$ cat config.mk
export PLATFORM = sky130hd
export DESIGN_NAME = riscv_core_me_memory_t_flat
export DESIGN_NICKNAME = d
export VERILOG_FILES = /design/src/rtl/riscv_core_me_memory_t_if.sv /design/src/rtl/riscv_core_me_memory_t.sv /design/src/flat_wrapper.sv
export SDC_FILE = /design/constraint.sdc
export NUM_CORES = 1
export LEC_CHECK = 0
export BUFFER_PORTS_ARGS = -buffer_cell sky130_fd_sc_hd__buf_4
export CORE_MARGIN = 2
export CORE_UTILIZATION = 45
export CTS_CLUSTER_DIAMETER = 100
export CTS_CLUSTER_SIZE = 10
export DETAILED_ROUTE_END_ITERATION = 16
export GPL_ROUTABILITY_DRIVEN = 0
export PLACE_DENSITY = 0.77
export SYNTH_ARGS = -nofsm -noshare
export SYNTH_HDL_FRONTEND = slang
export SYNTH_SLANG_ARGS = --single-unit
$ cat constraint.sdc
create_clock -name CLK -period 1.6 [get_ports CLK]
set_input_delay 0.16 -clock CLK [delete_from_list [all_inputs] [get_ports CLK]]
set_output_delay 0.16 -clock CLK [all_outputs]
set_load 0.02 [all_outputs]
$ cat src/rtl/riscv_core_me_memory_t_if.sv
// AHB-Lite data-phase signals of the load/store port.
interface riscv_core_me_memory_t_if;
  logic        ldst_HREADY;
  logic        ldst_HRESP;
  logic [31:0] ldst_HRDATA;
  logic [31:0] ldst_HWDATA;

  modport master (
    input  ldst_HREADY,
    input  ldst_HRESP,
    input  ldst_HRDATA,
    output ldst_HWDATA
  );

  modport slave (
    output ldst_HREADY,
    output ldst_HRESP,
    output ldst_HRDATA,
    input  ldst_HWDATA
  );
endinterface

$ cat src/rtl/riscv_core_me_memory_t.sv
// RV32 memory stage: tracks the AHB-Lite data phase of loads/stores, aligns
// and extends load data, and reports bus errors as a one-cycle exception.
module riscv_core_me_memory_t (
  input  logic                             CLK,
  input  logic                             RST,
  input  logic                             ACT,
  input  logic                             ex_write,
  input  logic [1:0]                       ex_size,
  input  logic                             ex_unsigned,
  input  logic [1:0]                       ex_addr_lo,
  input  logic [31:0]                      ex_wdata,
  input  logic [4:0]                       ex_rd,
  riscv_core_me_memory_t_if.master         ldst,
  output logic                             me_stall,
  output logic                             me_wb_valid,
  output logic [4:0]                       me_wb_rd,
  output logic [31:0]                      me_wb_data,
  output logic                             me_exc
);

  typedef enum logic [1:0] {S_IDLE, S_DATA, S_ERR} state_t;

  state_t      state_q, state_d;
  logic        capture, complete, err_done;

  logic        wr_q;
  logic [1:0]  size_q;
  logic        uns_q;
  logic [1:0]  addr_q;
  logic [31:0] wdata_q;
  logic [4:0]  rd_q;

  logic [31:0] shifted;
  logic [31:0] load_data;

  always_ff @(posedge CLK or negedge RST) begin
    if (!RST) state_q <= S_IDLE;
    else      state_q <= state_d;
  end

  // A completing DATA cycle may accept the next address phase on the same edge.
  always_comb begin
    state_d  = state_q;
    capture  = 1'b0;
    complete = 1'b0;
    err_done = 1'b0;
    unique case (state_q)
      S_IDLE: begin
        if (ACT && ldst.ldst_HREADY) begin
          capture = 1'b1;
          state_d = S_DATA;
        end
      end
      S_DATA: begin
        if (ldst.ldst_HRESP) begin
          if (!ldst.ldst_HREADY) begin
            state_d = S_ERR;
          end else begin
            err_done = 1'b1;
            state_d  = S_IDLE;
          end
        end else if (ldst.ldst_HREADY) begin
          complete = 1'b1;
          if (ACT) begin
            capture = 1'b1;
            state_d = S_DATA;
          end else begin
            state_d = S_IDLE;
          end
        end
      end
      S_ERR: begin
        if (ldst.ldst_HREADY) begin
          err_done = 1'b1;
          state_d  = S_IDLE;
        end
      end
      default: state_d = S_IDLE;
    endcase
  end

  always_ff @(posedge CLK or negedge RST) begin
    if (!RST) begin
      wr_q    <= 1'b0;
      size_q  <= '0;
      uns_q   <= 1'b0;
      addr_q  <= '0;
      wdata_q <= '0;
      rd_q    <= '0;
    end else if (capture) begin
      wr_q    <= ex_write;
      size_q  <= ex_size;
      uns_q   <= ex_unsigned;
      addr_q  <= ex_addr_lo;
      wdata_q <= ex_wdata;
      rd_q    <= ex_rd;
    end
  end

  assign shifted = ldst.ldst_HRDATA >> {addr_q, 3'b000};

  always_comb begin
    load_data = ldst.ldst_HRDATA;
    unique case (size_q)
      2'd0:    load_data = uns_q ? {24'h0, shifted[7:0]}
                                 : {{24{shifted[7]}}, shifted[7:0]};
      2'd1:    load_data = uns_q ? {16'h0, shifted[15:0]}
                                 : {{16{shifted[15]}}, shifted[15:0]};
      default: load_data = ldst.ldst_HRDATA;
    endcase
  end

  always_ff @(posedge CLK or negedge RST) begin
    if (!RST) begin
      me_wb_valid <= 1'b0;
      me_wb_rd    <= '0;
      me_wb_data  <= '0;
      me_exc      <= 1'b0;
    end else begin
      me_wb_valid <= complete && !wr_q;
      me_exc      <= err_done;
      if (complete && !wr_q) begin
        me_wb_rd   <= rd_q;
        me_wb_data <= load_data;
      end
    end
  end

  assign me_stall = ((state_q == S_DATA) && !ldst.ldst_HREADY) || (state_q == S_ERR);

  always_comb begin
    ldst.ldst_HWDATA = '0;
    if (state_q != S_IDLE && wr_q) ldst.ldst_HWDATA = wdata_q;
  end

endmodule

$ cat src/flat_wrapper.sv
// flat-port wrapper written by rule: the top's interface ports become plain ports
module riscv_core_me_memory_t_flat 
  (CLK, RST, ACT, ex_write, ex_size, ex_unsigned, ex_addr_lo, ex_wdata, ex_rd, me_stall, me_wb_valid, me_wb_rd, me_wb_data, me_exc, ldst_ldst_HREADY, ldst_ldst_HRESP, ldst_ldst_HRDATA, ldst_ldst_HWDATA);
  riscv_core_me_memory_t_if ldst_i ();
  input  logic CLK;
  input  logic RST;
  input  logic ACT;
  input  logic ex_write;
  input  logic [1:0] ex_size;
  input  logic ex_unsigned;
  input  logic [1:0] ex_addr_lo;
  input  logic [31:0] ex_wdata;
  input  logic [4:0] ex_rd;
  output logic me_stall;
  output logic me_wb_valid;
  output logic [4:0] me_wb_rd;
  output logic [31:0] me_wb_data;
  output logic me_exc;
  input wire logic [$bits(ldst_i.ldst_HREADY)-1:0] ldst_ldst_HREADY;
  input wire logic [$bits(ldst_i.ldst_HRESP)-1:0] ldst_ldst_HRESP;
  input wire logic [$bits(ldst_i.ldst_HRDATA)-1:0] ldst_ldst_HRDATA;
  output wire logic [$bits(ldst_i.ldst_HWDATA)-1:0] ldst_ldst_HWDATA;
  assign ldst_i.ldst_HREADY = ldst_ldst_HREADY;
  assign ldst_i.ldst_HRESP = ldst_ldst_HRESP;
  assign ldst_i.ldst_HRDATA = ldst_ldst_HRDATA;
  assign ldst_ldst_HWDATA = ldst_i.ldst_HWDATA;
  riscv_core_me_memory_t u_core (.CLK(CLK), .RST(RST), .ACT(ACT), .ex_write(ex_write), .ex_size(ex_size), .ex_unsigned(ex_unsigned), .ex_addr_lo(ex_addr_lo), .ex_wdata(ex_wdata), .ex_rd(ex_rd), .ldst(ldst_i), .me_stall(me_stall), .me_wb_valid(me_wb_valid), .me_wb_rd(me_wb_rd), .me_wb_data(me_wb_data), .me_exc(me_exc));
endmodule
-- Yosys cells after proc, flatten, opt, wreduce, memory -nomap -nowiden
Cells that the tools add are included.
Widths: inputs -> output; s select.
- ROM bits: 0
- bits in writable memories: 0
- register bits: 84
- output and inout bits: 72
- latch bits: 0
- memories kept: 0
- $lt $le $gt $ge: 0
- multiplexer cells: 21
- equality and inequality tests: 6
- multiply operators: 0
- $add $sub $neg: 0
- reductions and logical operators: 11
- div/mod/pow operators: 0
- bitwise gates (word level): 0
- shift-type cells: 1
- operators by type and width (kind ; number):
    $mux 32 ; 3
    $pmux 32 s2 ; 1
    $shr 32x5->16 ; 1
    $mux 2 ; 5
    $mux 1 ; 9
    $pmux 2 s3 ; 1
    $eq 2x1->1 const B ; 2
    $logic_and 1x1->1 ; 4
    $logic_not 2->1 ; 2
    $pmux 1 s2 ; 2
    $ne 3x3->1 const B ; 1
    $reduce_and 3->1 ; 1
    $eq 2x2->1 const B ; 1
    $logic_not 1->1 ; 2
    $ne 2x1->1 const B ; 1
    $ne 2x2->1 const B ; 1
    $reduce_bool 2->1 ; 1
    $logic_or 1x1->1 ; 1

-- Depth between registers and ports, before layout
- depth in word-level cells: 4
- depth in mapped cells: 7
- mapped depth without buffers: 6

-- Worst setup path before layout
No wires, ideal clock.
- path kind: reg-to-reg
- start point: reg u_core.state_q[1]
- end point: reg u_core.addr_q[0]
- data required time: 1475 ps
- stages on the path, launching flop included: 7
- buffers on the path: 1
- setup time: 125 ps
- arrival time: 1507 ps
- path slack: -32 ps
- clock period less this slack: 1632 ps
- cell sequence: dfrtp_1 > inv_1 > ha_1 > and2b_1 > o21bai_4 > buf_4 > mux2_2
- word-level cells in the longest chain between the ends: 2
- ends and longest elaborated chain (element ; RTL line ; RTL):
    start: declaration ; riscv_core_me_memory_t.sv:23 ; state_t state_q, state_d;
    start signal: assignment ; riscv_core_me_memory_t.sv:38 ; else state_q <= state_d;
    $eq 2x1->1 or $logic_not 2->1 (tied branches) ; riscv_core_me_memory_t.sv:47 ; unique case (state_q)
    $pmux 1 s2 (*) ; riscv_core_me_memory_t.sv:47 ;
    end signal: assignment ; riscv_core_me_memory_t.sv:94 ; addr_q <= ex_addr_lo;
    end: declaration ; riscv_core_me_memory_t.sv:29 ; logic [1:0] addr_q;
Every way passes the cells marked *; elsewhere a longest branch is shown, timed or not.
A chain may end at the register's enable or synchronous reset.

-- Worst setup path after layout
- start point: reg u_core.state_q[0]
- end point: reg u_core.wdata_q[12]
- word-level cells in the longest chain between the ends: 2
- ends and longest elaborated chain (element ; RTL line ; RTL):
    $eq 2x1->1 or $logic_not 2->1 (tied branches) ; riscv_core_me_memory_t.sv:47 ;
    $pmux 1 s2 (*) ; riscv_core_me_memory_t.sv:47 ;
    end signal: assignment ; riscv_core_me_memory_t.sv:95 ; wdata_q <= ex_wdata;
    end: declaration ; riscv_core_me_memory_t.sv:30 ; logic [31:0] wdata_q;
Marked as above.

==> results.cfg <==
[routing]
firstDrtPassIters = 4
number_of_antenna_violating_nets_in_the_routed_design = 0
route.detailed.vias_per_inst = 5.32
drt_iter0_drc = 155
detail_route.drc_violations = 0
wl_per_cell_um = 17.9
routed_wl_um = 11800
detailroute.via_count = 3499

[floorplanning]
start_util_pct = 46.4
fp.coreArea_sq_um = 8760
floorplan.die_area_sq_um = 9820
floorplan.die.width_um = 99.1
number_of_top_level_pins = 152
die-height_um = 99.1
rows = 34

[finish]
num-nets-final = 628
most_common_cell_after_layout_fill_and_taps_aside = sky130_fd_sc_hd__buf_4
final_cells = 658
layout-drive-gt1-share_pct = 52.9
final_cell_mix = 131 x sky130_fd_sc_hd__buf_4, 83 x sky130_fd_sc_hd__dfrtp_1, 58 x sky130_fd_sc_hd__nand2_1
antenna_cells = 0
design_area_sq_um = 6150
fill_cells = 637
layout-area-overhead-vs-synth_pct = 51.1
finish.utilization_pct = 70.1

[synth]
post_synth.cell_area_avg_sq_um = 10.7
yosysWarningCount = 0
yosys_register_bits = 84
synth-async-reset-ratio_pct = 100
mappedNetlistNets = 463
synthDistinctLibCells = 33
synth-edff-count = 0
synthCells = 380
yosysSeqAreaShare_pct = 51.7
ys_dominant_reg_cell = sky130_fd_sc_hd__dfrtp_1
syn-cell-area_sq_um = 4070

[worst_setup_path]
worstReg2RegEnd = u_core.wdata_q[12]
setup.worst_path.end_class = register
r2r_cells = 7
timing.critical_path.from = u_core.state_q[0]
path_class = register to register
worst-endpoint-arrival_ns = 2.07
rr_startpoint = u_core.state_q[0]
critPathMaxFanout = 6
worstSetupStartpointType = register
reg2reg_setup_slack_ns = -0.23
critPathRequiredTime_ns = 1.84

[status]
failed_checks = setup timing
status = finished with violations

[power_and_ir_drop]
p_leak_nw = 3.15
pwr_density_cell_nw_per_um2 = 1960
worst_ir_drop_vdd_mv = 1.14
total_power_mw = 12.1

[clock_tree]
worst_setup_hold_path_clk_slew_ns = 0.09
cts_made_buffers = 9
clkLatencyLatePin_ns = 0.35
cts_tree = done
clock_sinks = 84
htree_num_levels = 3
clock_tree.root_cell = sky130_fd_sc_hd__clkbuf_8
cts.path.max_buffers = 2

[min_path]
hold_path_startpoint = ex_wdata[23]
holdPathStages = 2
whs_endpoint = u_core.wdata_q[23]
min-delay-path-class = primary input to register

[sta]
timing.slew.headroom_pct = 72.8
grt_setup_unrepaired = yes
skew_ns = 0.00998
final-setup-viol-count = 89
max_freq_mhz = 547
tightestPinTransition_ns = 0.408
final_cycle_share_pct = 114
final.setup.worst_slack_ns = -0.227
final_hold_viol_count = 0
timing.final.max_slew_violations = 0
layout_min_cycle_time_ns = 1.83

[placement]
cell_area_placed_sq_um = 5400
final_hpwl_from_detailed_placement_um = 7840
io_buffer_count = 151
place.detailed.instances = 631
post-place-ws_ns = -0.0928

[grt]
grt_pass1_vias = 3696
grtUsageTotal_pct = 23.9
antenna_found_initial = 0
pin_count_of_the_biggest_net_entering_global_routing = 33
sum_of_overflow_across_all_layers_after_global_routing = 0
grt_first_pass_wirelength_um = 18600

[flow_run]
max-cap-violations = 0
==> layer usage <==
metal	GRT usage, %	part of all wire (%)	vias up
li1	-	-	1622
met1	30.5	40	1696
met2	39.5	49	168
met3	7.45	9.8	13
met4	6.64	1.4	0
met5	0	0	-
==> how the worst max path moves through the flow <==
| stage | endpoint | depth (start not counted) | slack (ns) |
|---|---|---|---|
| after floorplan | u_core.addr_q[0] | 6 | -0.03 |
| after global placement | u_core.wdata_q[1] | 5 | -0.04 |
| after detailed placement | u_core.wdata_q[2] | 5 | -0.09 |
| after CTS | u_core.wdata_q[2] | 6 | -0.22 |
| after global routing | ldst_ldst_HWDATA[19] | 6 | -0.28 |
| final | u_core.wdata_q[12] | 7 | -0.23 |
==> cell type report <==
type	instances	area [sq um]	area share (%)
Clock buffer	11	141	2.30
Clock inverter	5	83.8	1.36
Inverter	4	15.0	0.244
Multi-Input combinational cell	266	2010	32.7
Sequential cell	84	2100	34.2
Tap cell	108	135	2.20
Timing Repair Buffer	180	1660	26.9
==> critical path, stage by stage (launching register included) <==
cell and delay (ns):
sky130_fd_sc_hd__dfrtp_1 0.43, sky130_fd_sc_hd__buf_6 0.14, sky130_fd_sc_hd__ha_4 0.16, sky130_fd_sc_hd__and2b_2 0.22, sky130_fd_sc_hd__o21bai_4 0.14, sky130_fd_sc_hd__buf_12 0.15
sky130_fd_sc_hd__buf_6 0.14, sky130_fd_sc_hd__mux2_2 0.34
==> power breakdown <==
part	switching (mW)	internal, mW
Clock	0.794	0.929
Sequential	0.697	3.15
Combinational	3.13	3.38
==> logic make-up after synthesis <==
| logic type | Yosys count | synth area share, % |
|---|---|---|
| fa+ha+maj | 3 | 0.923 |
| simple gates | 154 | 20.0 |
| mux | 54 | 14.6 |
| buf+inv | 30 | 3.75 |
| flops | 84 | 51.7 |
| compound gates | 55 | 9.10 |
==> sequential cells by signal, summed over array words and instances, names as in the netlist <==
| signal | flops |
|---|---|
| u_core.wr_q | 1 |
| u_core.me_exc | 1 |
| u_core.me_wb_rd | 5 |
| u_core.addr_q | 2 |
| u_core.uns_q | 1 |
| u_core.me_wb_valid | 1 |
| u_core.state_q | 2 |
| u_core.size_q | 2 |
| u_core.rd_q | 5 |
| u_core.wdata_q | 32 |
| u_core.me_wb_data | 32 |
==> stage by stage <==
stage / hold WS [ns] / setup TNS (ns)
floorplan: -0.136 / -1.27
global placement: 0.113 / -1.12
detailed placement: 0.118 / -2.78
CTS: 0.0176 / -14.82
global route: 0.0129 / -22.01
finish: 0.0293 / -15.50
==> timing repair <==
action | 4_1_cts | 5_1_grt
endpoints found under the hold margin | 26 | 0
setup endpoints to repair | 94 | 107
buffers inserted | 5 | 2
pin swaps | 3 | 4
hold buffers | 1 | 0
gates resized for setup | 53 | 52
cloned | 2 | 3
==> synth_stat cells (all sizes together), types with 4 or more instances <==
| library cell | count | area share [%] |
|---|---|---|
| buf | 18 | 2.6 |
| clkbuf | 8 | 0.74 |
| a2bb2oi | 9 | 1.9 |
| nor2 | 19 | 1.8 |
| dfrtp | 84 | 52 |
| mux2 | 43 | 12 |
| a21o | 7 | 1.3 |
| mux2i | 11 | 2.7 |
| o22ai | 7 | 1.1 |
| and2 | 32 | 4.9 |
| o21ai | 16 | 2.0 |
| a21oi | 14 | 2.0 |
| nand3 | 32 | 5.2 |
| nand2 | 58 | 5.4 |
| inv | 4 | 0.37 |
Note: power is estimated with default switching activity, not from simulation.
